<file path="src/rtl/soma_acumulador_nbits_pkg.sv">
`default_nettype none
// +--------------------------------------------------------------------+
// | soma_acumulador_nbits_pkg                                          |
// | Shared operation encoding and default width for the accumulator.   |
// | Rev 1.0                                                            |
// +--------------------------------------------------------------------+
package soma_acumulador_nbits_pkg;

  localparam int DEFAULT_NBITS = 8;

  typedef enum logic [1:0] {
    OP_ADD   = 2'b00,
    OP_SUB   = 2'b01,
    OP_LOAD  = 2'b10,
    OP_CLEAR = 2'b11
  } op_t;

endpackage
`default_nettype wire

</file>
<file path="src/rtl/soma_acumulador_nbits_flags.sv">
`default_nettype none
// +--------------------------------------------------------------------+
// | flags_nbits                                                        |
// | Zero / negative / even flags of the accumulator value.             |
// | Rev 1.0                                                            |
// +--------------------------------------------------------------------+
module flags_nbits #(
  parameter int NBITS = 8
) (
  input  logic [NBITS-1:0] S,
  output logic             Z,
  output logic             N,
  output logic             P
);

  assign Z = (S == '0);
  assign N = S[NBITS-1];
  assign P = ~S[0];

endmodule
`default_nettype wire

</file>
<file path="src/rtl/soma_acumulador_nbits.sv">
`default_nettype none
// +--------------------------------------------------------------------+
// | soma_acumulador_nbits                                              |
// | Signed accumulator (ADD/SUB/LOAD/CLEAR) with valid/ready handshake,|
// | optional saturation and carry/overflow flags. Latency 1.           |
// | Rev 1.0                                                            |
// +--------------------------------------------------------------------+
module soma_acumulador_nbits
  import soma_acumulador_nbits_pkg::*;
#(
  parameter int NBITS    = DEFAULT_NBITS,
  parameter bit SATURATE = 1'b0
) (
  input  logic             clock,
  input  logic             reset,
  input  logic             in_valid,
  output logic             in_ready,
  input  logic [1:0]       op,
  input  logic [NBITS-1:0] A,
  output logic [NBITS-1:0] S,
  output logic             out_valid,
  input  logic             out_ready,
  output logic             Z,
  output logic             N,
  output logic             P,
  output logic             C,
  output logic             V,
  output logic             OVF_STICKY
);

  localparam logic [NBITS-1:0] c_max = {1'b0, {(NBITS-1){1'b1}}};
  localparam logic [NBITS-1:0] c_min = {1'b1, {(NBITS-1){1'b0}}};

  logic [NBITS-1:0] r_acc;
  logic             r_c;
  logic             r_v;
  logic             r_sticky;
  logic             r_out_valid;

  op_t              w_op;
  logic             w_accept;
  logic [NBITS:0]   w_sum;
  logic [NBITS:0]   w_dif;
  logic [NBITS-1:0] w_res;
  logic [NBITS-1:0] w_final;
  logic             w_c;
  logic             w_v;

  assign w_op     = op_t'(op);
  assign in_ready = !r_out_valid || out_ready;
  assign w_accept = in_valid && in_ready;

  assign w_sum = {1'b0, r_acc} + {1'b0, A};
  assign w_dif = {1'b0, r_acc} - {1'b0, A};

  always_comb begin
    w_res = '0;
    w_c   = 1'b0;
    w_v   = 1'b0;
    case (w_op)
      OP_ADD: begin
        w_res = w_sum[NBITS-1:0];
        w_c   = w_sum[NBITS];
        w_v   = (r_acc[NBITS-1] == A[NBITS-1]) && (w_sum[NBITS-1] != r_acc[NBITS-1]);
      end
      OP_SUB: begin
        w_res = w_dif[NBITS-1:0];
        w_c   = ~w_dif[NBITS];
        w_v   = (r_acc[NBITS-1] != A[NBITS-1]) && (w_dif[NBITS-1] != r_acc[NBITS-1]);
      end
      OP_LOAD: begin
        w_res = A;
      end
      default: begin
        w_res = '0;
      end
    endcase
  end

  // Overflow direction follows the accumulator sign for both ADD and SUB.
  generate
    if (SATURATE) begin : g_sat
      assign w_final = w_v ? (r_acc[NBITS-1] ? c_min : c_max) : w_res;
    end else begin : g_wrap
      assign w_final = w_res;
    end
  endgenerate

  always_ff @(posedge clock) begin
    if (reset) begin
      r_acc       <= '0;
      r_c         <= 1'b0;
      r_v         <= 1'b0;
      r_sticky    <= 1'b0;
      r_out_valid <= 1'b0;
    end else if (w_accept) begin
      r_acc       <= w_final;
      r_c         <= w_c;
      r_v         <= w_v;
      r_out_valid <= 1'b1;
      if (w_op == OP_CLEAR) begin
        r_sticky <= 1'b0;
      end else if (w_v) begin
        r_sticky <= 1'b1;
      end
    end else if (out_ready) begin
      r_out_valid <= 1'b0;
    end
  end

  flags_nbits #(
    .NBITS (NBITS)
  ) u_flags (
    .S (r_acc),
    .Z (Z),
    .N (N),
    .P (P)
  );

  assign S          = r_acc;
  assign C          = r_c;
  assign V          = r_v;
  assign OVF_STICKY = r_sticky;
  assign out_valid  = r_out_valid;

endmodule
`default_nettype wire

</file>
<file path="config.mk">
export PLATFORM = sky130hd
export DESIGN_NAME = soma_acumulador_nbits
export DESIGN_NICKNAME = d
export VERILOG_FILES = /design/src/rtl/soma_acumulador_nbits_pkg.sv /design/src/rtl/soma_acumulador_nbits_flags.sv /design/src/rtl/soma_acumulador_nbits.sv
export SDC_FILE = /design/constraint.sdc
export NUM_CORES = 1
export LEC_CHECK = 0
export ABC_CLOCK_PERIOD_IN_PS = 5100
export CAP_MARGIN = 20
export CORE_ASPECT_RATIO = 2
export CORE_UTILIZATION = 50
export DETAILED_ROUTE_END_ITERATION = 7
export PLACE_DENSITY = 0.79
export SLEW_MARGIN = 20
export SYNTH_ARGS = -nofsm -noshare
export SYNTH_HDL_FRONTEND = slang
export SYNTH_SLANG_ARGS = --single-unit
export TNS_END_PERCENT = 100
</file>
<file path="constraint.sdc">
create_clock -name clock -period 5.1 [get_ports clock]
set_input_delay 1.02 -clock clock [delete_from_list [all_inputs] [get_ports clock]]
set_output_delay 1.02 -clock clock [all_outputs]
set_load 0.1 [all_outputs]
</file>
==> run summary <==
Residual DRC: 0
Antenna violations before repair: 0
Total wire length: 4.04 mm
Cells after Synth: 183
Clk sinks: 12
Via-to-Cell Ratio: 6.41
Vias in the first global route: 1437
Async S/R FF share, synth: 0
Port Buffers: 29
# H-tree levels: 1
Fin area: 1710 um2
WP data required: 4.08 ns
Hpwl dp: 3.04 mm
Post-synth EDFFs: 0
Tot Pwr: 471 uW
Horiz. Die Dim: 39.2 um
Post-CTS sizing: 0
Placed insts: 229
Largest net degree at the start of global routing: 20
Via Count: 1494
Tmin final: 3.75 ns
Status: completed
Synth Cell Area: 1380 um2
DRT iter0 DRCs: 79
Final hold violations: 0
CTS Buf Count: 3
Min-Delay Path Class: reg2reg
Drt wl/cell: 17.3 um
Slew Viols, Final: 0
Met3 wire len: 237 um
Pre-antenna DRT Iters: 5
Final core occ: 0.664
GPL Wtd Cong: 0.889
RSZ-0062 raised after global routing: no
Detail Route Antenna Nets: 0
I/O pins: 30
Sum Neg Setup Slack: 0 ns
Seq/Total Area, Yosys: 0.174
PD cells: 276 nW/um2
Synth Area in XOR/XNOR: 0.0190
Compound-Gate Fraction of Synth Area: 0.319
Total Nets Final: 238
Slew HR: 0.352
Largest family of logic cells by synthesized area: compound AO/OA/AOI/OAI gates
# rows: 26
Global-route wire length before repair: 6.51 mm
Clk buf depth: 2
Metal-1 WL: 1.40 mm
Cts hold-fix bufs: 0
Worst-path clk slew: 0.06 ns
Area Overhead vs Synth: 23.7%
Multiplexer share of the synthesized area: 0.0145
Critical setup path kind: in2out
Core area: 2570 um2
Gr usage total: 0.301
Post-Synth Adder-Cell Area: 0.174
Final Setup Violations: 0
Synth Flop Type: dfxtp_1
Die area: 2990 um2
Storage element area: 240 um2
YS warnings: 0
Endpoint class of the critical path: output pin
LEAKAGE: 0.000674 uW
Max VDD drop: 0.199 mV
Post-synth cell types: 48
Synthesized area per cell: 7.54 um2
Max-cap check violation count: 0
Non-Filler Instances: 233
Die height: 76.3 um
Slew @ Worst Pin: 0.969 ns
Post-synth net total: 215
Flops & latches, synth: 12
Root buf cell: clkbuf_8
CP Launch Type: input port
# diodes: 0
Area taken by multi-input logic gates: 1020 um2
Max FO, Critical Path: 4
Post-CTS setup buffer count: 0
Max Clock Skew: 0.00111 ns
WP data arrival: 2.73 ns
Post-Synth Simple-Gate Area: 0.211
# fillers: 236
Starting Density: 0.537
Total gr overflow: 0
Cell Area, Placed: 1650 um2
Highest metal used: met4
Fmax: 267 MHz
Proportion of layout cells with a drive suffix above 1: 0.0439
Metal2 WL: 2.27 mm
CTS tree: built
Clock Latency Late Sink: 0.25 ns
Crit share post-route: 0.736
per-layer routing:
layer | global-route usage | vias up
met5 | 0 | -
li1 | - | 713
met2 | 0.543 | 68
met1 | 0.324 | 698
met3 | 0.0321 | 15
met4 | 0.124 | 0
cell usage in the layout, fill, tap and decap left out, types with 4 or more instances in the layout:
master,count
o21ai_0,13
clkbuf_8,4
nor2_1,21
nand2b_1,4
a211oi_1,4
a31oi_1,4
a21oi_1,15
ha_1,16
dfxtp_1,12
nand2_1,4
inv_1,18
clkdlybuf4s50_1,29
nor3_1,5
synth_stat cells, types with 4 or more instances:
cell type  count  area share
a211oi_1       4       0.022
a21oi_1       15       0.054
a31oi_1        4       0.018
clkbuf_1       6       0.016
dfxtp_1       12        0.17
ha_1          16        0.15
inv_1         18       0.049
nand2_1        4       0.011
nand2b_1       4       0.018
nor2_1        21       0.057
nor3_1         5       0.018
o21ai_0       13       0.047
path summary, 6_finish.rpt:
kind / from / end / slack [ns] / cells after the start
worst max-delay path: out_ready / in_ready / 1.35 / 3
worst min-delay path: OVF_STICKY / OVF_STICKY / 0.47 / 2
worst max register to register: S[0] / S[6] / 2.75 / 9
worst min register to register: OVF_STICKY / OVF_STICKY / 0.47 / 2
flip-flops by register name (all words and copies together), names as in the netlist:
register / flops
OVF_STICKY: 1
out_valid: 1
V: 1
S: 8
C: 1
power breakdown:
part	internal (uW)	leakage (uW)	switching, uW
Clock	68.5	0.0000288	42.0
Combinational	77.6	0.000546	168
Sequential	102	0.0000988	12.1
Total	248	0.000674	222
cell type report:
cell class	count	share of cell area
Clock buffer	4	0.0323
Inverter	18	0.0396
Multi-Input combinational cell	142	0.597
Sequential cell	12	0.141
Tap cell	28	0.0205
Timing Repair Buffer	29	0.170
worst max-delay path: stages:
cell and delay [ns]:
clkdlybuf4s50_1 0.45, nand2b_2 0.13, clkdlybuf4s50_1 1.13
stage by stage:
step | worst slack (ns) | hold WS [ns]
4_1_cts | 1.34 | 0.479
3_3_place_gp | 1.36 | 0.441
2_1_floorplan | 1.50 | 0.878
6_report | 1.35 | 0.468
5_1_grt | 1.32 | 0.513
3_5_place_dp | 1.34 | 0.465
kinds of logic (layout without fill, tap and decap cells):
group | count (synthesis) | after routing
flops | 12 | 12
fa+ha+maj | 18 | 18
xor+xnor | 3 | 3
compound gates | 64 | 64
buf+inv | 29 | 51
simple gates | 55 | 55
mux | 2 | 2
(Power assumes the default switching activity.)
